File: config.mk
export PLATFORM = sky130hd
export DESIGN_NAME = mem_access_ctrl
export DESIGN_NICKNAME = d
export VERILOG_FILES = /design/src/rtl/mem_access_ctrl.sv
export SDC_FILE = /design/constraint.sdc
export NUM_CORES = 1
export LEC_CHECK = 0
export ABC_CLOCK_PERIOD_IN_PS = 2700
export CAP_MARGIN = 20
export CORE_MARGIN = 3
export CORE_UTILIZATION = 44
export CTS_CLUSTER_SIZE = 30
export DETAILED_ROUTE_END_ITERATION = 8
export GPL_TIMING_DRIVEN = 1
export PLACE_DENSITY = 0.91
export SYNTH_ARGS = -nofsm -noshare
export SYNTH_HDL_FRONTEND = slang
export SYNTH_SLANG_ARGS = --single-unit
export TNS_END_PERCENT = 100
File: constraint.sdc
create_clock -name clk_i -period 2.7 [get_ports clk_i]
set_clock_uncertainty 0.15 [all_clocks]
set_input_delay 0.54 -clock clk_i [delete_from_list [all_inputs] [get_ports clk_i]]
set_output_delay 0.54 -clock clk_i [all_outputs]
set_load 0.05 [all_outputs]
File: src/rtl/mem_access_ctrl.sv
// rtl/mem_access_ctrl.sv - memory access sequencer: lane decode, request/ready handshake, wait-state timeout
module mem_access_ctrl #(
    parameter int unsigned     WORD     = 16,
    parameter int unsigned     LANES    = WORD / 8,
    parameter logic [WORD-1:0] EXC_RET  = WORD'(16'hFFFF),
    parameter logic [WORD-1:0] PSW_ADDR = WORD'(16'hFFFC),
    parameter int unsigned     TIMEOUT  = 15
) (
    input  logic             clk_i,
    input  logic             rst_n_i,
    input  logic             req_i,
    input  logic             wr_i,
    input  logic             byteEn_i,
    input  logic [WORD-1:0]  addr_i,
    input  logic [WORD-1:0]  wdata_i,
    output logic             ack_o,
    output logic             fault_o,
    output logic             pswAddr_o,
    output logic             excRet_o,
    output logic [WORD-1:0]  rdata_o,
    output logic             memReq_o,
    output logic             memWr_o,
    output logic [WORD-1:0]  memAddr_o,
    output logic [LANES-1:0] memLanes_o,
    output logic [WORD-1:0]  memWdata_o,
    input  logic [WORD-1:0]  memRdata_i,
    input  logic             memRdy_i
);

    localparam int unsigned LB = $clog2(LANES);

    typedef enum logic [1:0] {
        S_IDLE,
        S_ACCESS,
        S_DONE,
        S_FAULT
    } state_t;

    state_t           state_q, state_d;
    logic [7:0]       cnt_q, cnt_d;
    logic             wr_q, wr_d;
    logic             byte_q, byte_d;
    logic [LB-1:0]    lane_q, lane_d;
    logic             ack_q, ack_d;
    logic             fault_q, fault_d;
    logic             psw_q, psw_d;
    logic             exc_q, exc_d;
    logic [WORD-1:0]  rdata_q, rdata_d;
    logic             mem_req_q, mem_req_d;
    logic             mem_wr_q, mem_wr_d;
    logic [WORD-1:0]  mem_addr_q, mem_addr_d;
    logic [LANES-1:0] mem_lanes_q, mem_lanes_d;
    logic [WORD-1:0]  mem_wdata_q, mem_wdata_d;

    always_comb begin
        state_d     = state_q;
        cnt_d       = cnt_q;
        wr_d        = wr_q;
        byte_d      = byte_q;
        lane_d      = lane_q;
        ack_d       = 1'b0;
        fault_d     = 1'b0;
        psw_d       = psw_q;
        exc_d       = exc_q;
        rdata_d     = rdata_q;
        mem_req_d   = mem_req_q;
        mem_wr_d    = mem_wr_q;
        mem_addr_d  = mem_addr_q;
        mem_lanes_d = mem_lanes_q;
        mem_wdata_d = mem_wdata_q;

        case (state_q)
            S_IDLE: begin
                rdata_d = '0;
                if (req_i) begin
                    wr_d   = wr_i;
                    byte_d = byteEn_i;
                    lane_d = addr_i[LB-1:0];
                    cnt_d  = 8'd0;
                    psw_d  = (addr_i[WORD-1:LB] == PSW_ADDR[WORD-1:LB]);
                    exc_d  = (addr_i == EXC_RET);
                    if (!byteEn_i && (|addr_i[LB-1:0])) begin
                        // Misaligned word access faults without touching memory.
                        state_d = S_FAULT;
                        ack_d   = 1'b1;
                        fault_d = 1'b1;
                    end else begin
                        state_d     = S_ACCESS;
                        mem_req_d   = 1'b1;
                        mem_wr_d    = wr_i;
                        mem_addr_d  = {addr_i[WORD-1:LB], {LB{1'b0}}};
                        mem_lanes_d = byteEn_i ? (LANES'(1) << addr_i[LB-1:0]) : {LANES{1'b1}};
                        mem_wdata_d = byteEn_i ? {LANES{wdata_i[7:0]}} : wdata_i;
                    end
                end
            end
            S_ACCESS: begin
                if (memRdy_i || (cnt_q + 8'd1 == 8'(TIMEOUT))) begin
                    mem_req_d   = 1'b0;
                    mem_wr_d    = 1'b0;
                    mem_addr_d  = '0;
                    mem_lanes_d = '0;
                    mem_wdata_d = '0;
                    ack_d       = 1'b1;
                end
                // Ready on the timeout cycle still counts as a success.
                if (memRdy_i) begin
                    state_d = S_DONE;
                    if (wr_q) begin
                        rdata_d = '0;
                    end else if (byte_q) begin
                        rdata_d = {{(WORD-8){1'b0}}, memRdata_i[{lane_q, 3'b000} +: 8]};
                    end else begin
                        rdata_d = memRdata_i;
                    end
                end else begin
                    cnt_d = cnt_q + 8'd1;
                    if (cnt_q + 8'd1 == 8'(TIMEOUT)) begin
                        state_d = S_FAULT;
                        fault_d = 1'b1;
                        rdata_d = '0;
                    end
                end
            end
            S_DONE, S_FAULT: begin
                state_d = S_IDLE;
                psw_d   = 1'b0;
                exc_d   = 1'b0;
                rdata_d = '0;
            end
            default: state_d = S_IDLE;
        endcase
    end

    always_ff @(posedge clk_i or negedge rst_n_i) begin
        if (!rst_n_i) begin
            state_q     <= S_IDLE;
            cnt_q       <= 8'd0;
            wr_q        <= 1'b0;
            byte_q      <= 1'b0;
            lane_q      <= '0;
            ack_q       <= 1'b0;
            fault_q     <= 1'b0;
            psw_q       <= 1'b0;
            exc_q       <= 1'b0;
            rdata_q     <= '0;
            mem_req_q   <= 1'b0;
            mem_wr_q    <= 1'b0;
            mem_addr_q  <= '0;
            mem_lanes_q <= '0;
            mem_wdata_q <= '0;
        end else begin
            state_q     <= state_d;
            cnt_q       <= cnt_d;
            wr_q        <= wr_d;
            byte_q      <= byte_d;
            lane_q      <= lane_d;
            ack_q       <= ack_d;
            fault_q     <= fault_d;
            psw_q       <= psw_d;
            exc_q       <= exc_d;
            rdata_q     <= rdata_d;
            mem_req_q   <= mem_req_d;
            mem_wr_q    <= mem_wr_d;
            mem_addr_q  <= mem_addr_d;
            mem_lanes_q <= mem_lanes_d;
            mem_wdata_q <= mem_wdata_d;
        end
    end

    assign ack_o      = ack_q;
    assign fault_o    = fault_q;
    assign pswAddr_o  = psw_q;
    assign excRet_o   = exc_q;
    assign rdata_o    = rdata_q;
    assign memReq_o   = mem_req_q;
    assign memWr_o    = mem_wr_q;
    assign memAddr_o  = mem_addr_q;
    assign memLanes_o = mem_lanes_q;
    assign memWdata_o = mem_wdata_q;

endmodule

After elaboration in Yosys (flattened, before gate mapping)
Index checks and enable logic that the tools add are counted.
Widths: inputs -> output; s select.
{"block": "op_classes", "addsub": 1, "eq_ne": 11, "shift": 2, "mux": 44, "reduce_logical": 13}
{"operator": "$mux 16", "count": 10}
{"operator": "$pmux 16 s2", "count": 3}
{"operator": "$eq 16x16->1 const B", "count": 1}
{"operator": "$mux 2", "count": 8}
{"operator": "$mux 8", "count": 2}
{"operator": "$pmux 8 s2", "count": 1}
{"operator": "$shiftx 16x5->8", "count": 1}
{"operator": "$eq 15x15->1 const B", "count": 1}
{"operator": "$mux 1", "count": 12}
{"operator": "$pmux 1 s2", "count": 6}
{"operator": "$add 8x1->8 const B", "count": 1}
{"operator": "$eq 8x4->1 const B", "count": 1}
{"operator": "$ne 2x2->1 const B", "count": 4}
{"operator": "$pmux 2 s3", "count": 1}
{"operator": "$reduce_and 2->1", "count": 3}
{"operator": "$eq 2x2->1 const B", "count": 2}
{"operator": "$pmux 2 s2", "count": 1}
{"operator": "$reduce_and 4->1", "count": 1}
{"operator": "$reduce_bool 2->1", "count": 2}
{"operator": "$ne 3x3->1 const B", "count": 1}
{"operator": "$reduce_and 3->1", "count": 1}
{"operator": "$reduce_or 3->1", "count": 1}
{"operator": "$eq 2x1->1 const B", "count": 1}
{"operator": "$logic_not 2->1", "count": 1}
{"operator": "5 further kinds", "count": 5}
{"block": "totals", "ff_bits": 69, "out_inout_bits": 56, "word_cells": 86}

Depth between registers and ports, before layout
{"block": "depth", "word_depth": 5, "depth_mapped": 7}

Worst setup path before layout
OpenSTA, ideal clock, no wires.
{"block": "synth_path", "path_kind": "register to register", "from": "register cnt_q[0]", "to": "register mem_addr_q[6] (netlist: memAddr_o[6])", "setup_ps": 121, "arrival_time_ps": 2106, "required_ps": 2429, "setup_slack_ps": 323, "stages_incl_launch_ff": 8, "n_path_buf": 1, "path_cell_list": "dfrtp_1 -> ha_1 -> and3_1 -> a31o_2 -> a2111oi_4 -> o21ai_4 -> buf_6 -> a22o_1"}
{"block": "synth_via", "elab_chain_cells": 5}
{"item": "start, declared", "line_no": "40", "source": "logic [7:0] cnt_q, cnt_d;"}
{"item": "start signal, assigned", "line_no": "154", "source": "cnt_q <= cnt_d;"}
{"item": "$add 8x1->8", "line_no": "98", "source": "if (memRdy_i || (cnt_q + 8'd1 == 8'(TIMEOUT))) begin"}
{"item": "$eq 8x4->1", "line_no": "98"}
{"item": "$logic_or 1x1->1", "line_no": "98"}
{"item": "$ne 2x2->1 (no source line)"}
{"item": "$reduce_and 4->1 (no source line)"}
{"item": "end signal, assigned", "line_no": "165", "source": "mem_addr_q <= mem_addr_d;"}
{"item": "end, declared", "line_no": "51", "source": "logic [WORD-1:0] mem_addr_q, mem_addr_d;"}
Every way passes these cells.
A chain may end at the register's enable or synchronous reset.

Worst setup path in the final report
{"block": "layout_path", "from": "register cnt_q[0]", "to": "register rdata_q[11] (netlist: rdata_o[11])"}
{"block": "layout_via", "elab_chain_cells": 3}
{"item": "$add 8x1->8", "line_no": "118", "source": "if (cnt_q + 8'd1 == 8'(TIMEOUT)) begin"}
{"item": "$eq 8x4->1", "line_no": "118"}
{"item": "$ne 3x3->1 (no source line)"}
{"item": "end signal, assigned", "line_no": "162", "source": "rdata_q <= rdata_d;"}
{"item": "end, declared", "line_no": "48", "source": "logic [WORD-1:0] rdata_q, rdata_d;"}
Every way passes these cells.

==> impl_results.md <==
- Post-CTS Hold Fix Bufs: 0
- Part of the power in registers: roughly a third
- Post-synthesis instance area: 0.00291 mm2
- Routing usage on met1: around 28%
- Total track usage: 20.9%
- Endpoint class of the critical path: flip-flop
- Met2 capacity usage during global routing: 32.9%
- Clock latency of the later-clocked register in the worst-skew pair: 0.34 ns
- Count of flip-flops with a built-in enable after synthesis: 0
- Total of buffers placed on input and output ports: 108
- Overall overflow remaining after global route: 0
- Total Negative Setup Slacks: 0 ns
- Worst slew pin tran: 0.549 ns
- Number of flip-flops and latches in the synthesized netlist: 68
- Ports placed on the boundary: 110
- Comb power frac: 46.7%
- Die Y-Extent: between 80 and 90 um
- Starting density of the core: between 40% and 50%
- Number of cells in the finished layout apart from fillers: 429
- Final ANT Viol Nets: 0
- Full die area: 0.00764 mm2
- Syn nets: between 200 and 300
- Failing checks: hold timing
- Category of the worst setup path launch point: flip-flop
- Headroom to the max-slew limit: 63.3%
- Critical-path cell with the highest stage delay: dfrtp_1
- Setup slack after placement: 0.230 ns
- Arrival time worst endpoint: 2.54 ns
- Proportion of layout cells with a drive suffix above 1: 9.94%
- WL/cell: 17.7 um
- Share of synthesized registers carrying an async set or reset: 100%
- Pre-Repair DR Iteration Count: 4
- Final Hold Vio Count: 1
- Pleak: 1.93 nW
- Data required time at the worst endpoint: 2.77 ns
- Avg Vias per Cell: roughly 5.6
- Fmax: 405 MHz
- Drt total wl: 7.61 mm
- Worst hold path class: in2async
- N_diodes: 0
- First-pass GRT wire length: 12.2 mm
- Placement Rows: 29
- Initial antenna violation count: 0
- Reported max-cap violation count: 0
- RSZ-0062 raised after global routing: false
- Ratio of total power to cell area: 1060 mW/mm2
- Die width: 87.4 um
- Reported net switching power: 1.96 mW
- Worst path setup slack after routing: 0.231 ns
- Sink Count: 68
- CP cell instances: ha_1, and3_1, a31o_2, a2111oi_4, buf_4, nor2_4, a22o_1
- Most used routing layer: met2
- Synthesized area per cell: 12.6 um2
- Instance count after placement with tap cells included: 413
- Register clock-pin slew on the reported worst setup and hold paths: ~0.080 ns
- IR drop worst, VDD: 0.000729 V
- CTS tree: yes
- Number of clock buffers inserted by TritonCTS: 9
- Post-CTS Resized: 0
- Commonest register cell after synthesis: dfrtp_1
- Buffer count from post-CTS setup fixing: 0
- Post-layout nets: between 400 and 500
- Time the worst path needs with I/O delays and setup: 2.47 ns
- Area delta synth->final: 48.3%
- Deepest level of the CTS H-tree: 3
- Global routing usage on met3: 2.93%
- Start point of the critical path: cnt_q[0]
- HPWL after detailed placement: 5.45 mm
- Remaining routing DRC violations: 0
- DR vias: 2,381
- Internal power contribution: 2.63 mW
- Clock Root Buffer: clkbuf_8
- Vias in the first global route: 2,452
- Maximum number of pins on one net before global-route repair: 49
- Portion of the post-synthesis area used by sequential elements: 58.4%
- Core Region: 0.00639 mm2
- Switching share of power: a little over two fifths
- Run status: finished, violations left
- Synth warn: 0
- Number of distinct library cell variants in the gate-level netlist after synthesis: 37
- Worst Hold Margin: -0.000422 ns
- Gp weighted congestion: 0.777
- Startpoint of the worst-slack reg-to-reg timing path: cnt_q[0]
- Final-report max-slew violation count: 0
- Final-report setup violation count: 0
- Critical path type: reg2reg
- Clock Path Buffers: 2
- Syn Inst Count: 232
- Period utilisation layout: 91.4%
- Critical path fanouts, max: 16
- Part of the total power dissipated in the clock network: 20.5%
- Largest incremental delay on the critical path: 0.44 ns
- Initial detailed-routing violation count: 99
-- power groups by stage --
| stage | sequential (mW) | clock, mW | combinational [mW] |
|---|---|---|---|
| 6_report | 1.51 | 0.939 | 2.14 |
| 5_1_grt | 1.55 | 0.998 | 2.26 |
| 4_1_cts | 1.51 | 0.957 | 2.16 |
| 3_5_place_dp | 1.52 | 0 | 2.15 |
| 3_3_place_gp | 1.51 | 0 | 2.12 |
| 2_1_floorplan | 2.33 | 0 | 0.569 |
-- layout make-up --
cell class / instances / area [um2]
multi-input cells: 148 / 1120
clock inverters: 6 / 87.6
flip-flops and latches: 68 / 1700
fillers: 462 / 2070
inverters: 3 / 11.3
well taps: 77 / 96.3
clock buffers: 10 / 138
repair buffers: 117 / 1170
-- path summary, 6_finish.rpt --
path,depth (start not counted),slack (ns),to
max,7,0.23,rdata_o[11]
min,1,-0.0004,memWdata_o[1]
max reg2reg,7,0.23,rdata_o[11]
min reg2reg,1,0.34,memReq_o
max in group asynchronous,2,1.79,cnt_q[6]
min in group clk_i,1,0.34,memReq_o
-- sequential cells by signal (all words and copies together), names as in the netlist, 2 cells and up --
register    count
cnt_q           8
memAddr_o      15
memLanes_o      2
memWdata_o     16
rdata_o        16
state_q         2
-- per-layer routing --
layer | vias up | part of all wire [%]
met5 | - | 0
met4 | 0 | 2.1
met3 | 12 | 4.9
met2 | 76 | 51
met1 | 1189 | 42
li1 | 1104 | -
-- through the flow --
stage          util (%)  power, mW  instance area [um2]
3_3_place_gp       64.1       3.63                 4100
5_1_grt            67.7       4.80                 4320
2_1_floorplan         -       2.90                 2910
4_1_cts            67.7       4.63                 4320
3_5_place_dp       64.1       3.67                 4100
6_report           67.7       4.59                 4320
-- critical path, delay by kind of cell, from the launching register on --
kind,cells,cell delay (ns)
DFF,1,0.44
buffers and inverters,1,0.21
adders and majority gates,1,0.27
AOI/OAI and AO/OA,3,0.96
and+or+nand+nor,2,0.32
-- kinds of logic after synthesis --
| family | after synthesis | share of synthesized area [%] |
|---|---|---|
| multiplexers | 17 | 5.88 |
| flip-flops | 68 | 58.4 |
| AO/OA/AOI/OAI | 75 | 21.4 |
| XOR/XNOR | 2 | 0.601 |
| AND/OR/NAND/NOR | 51 | 9.45 |
| buffers and inverters | 16 | 3.26 |
| adder cells (fa/ha/maj) | 2 | 0.859 |
| other | 1 | 0.129 |
-- cell usage after synthesis (all sizes together) (4+ instances only) --
cell type	count	share of area (%)
clkbuf	7	0.90
mux2i	16	5.5
nand2	17	2.2
nand3	5	0.86
nand4	4	0.86
dfrtp	68	58
buf	6	2.0
o2bb2ai	17	5.1
nor2	9	1.5
o21ai	12	2.4
a22o	34	10
nand2b	5	1.1
and3	4	0.86
-- layout by cell type, fill, tap and decap left out, types with 2 or more instances in the layout --
cell             count
a21oi_1              3
a22o_1              34
and3_1               4
buf_12               2
buf_4                7
bufinv_16            2
clkbuf_8            10
clkdlybuf4s50_1    107
clkinv_2             2
clkinv_4             2
dfrtp_1             68
ha_1                 2
inv_1                3
mux2i_1             16
nand2_1             17
nand2b_1             5
nand3_1              5
nand4_1              4
nor2_1               7
nor2b_1              2
o21ai_0             11
o2bb2ai_1           17
o31ai_1              2
or3b_2               2
xnor2_1              2
Power figures use the tool's default switching activity.
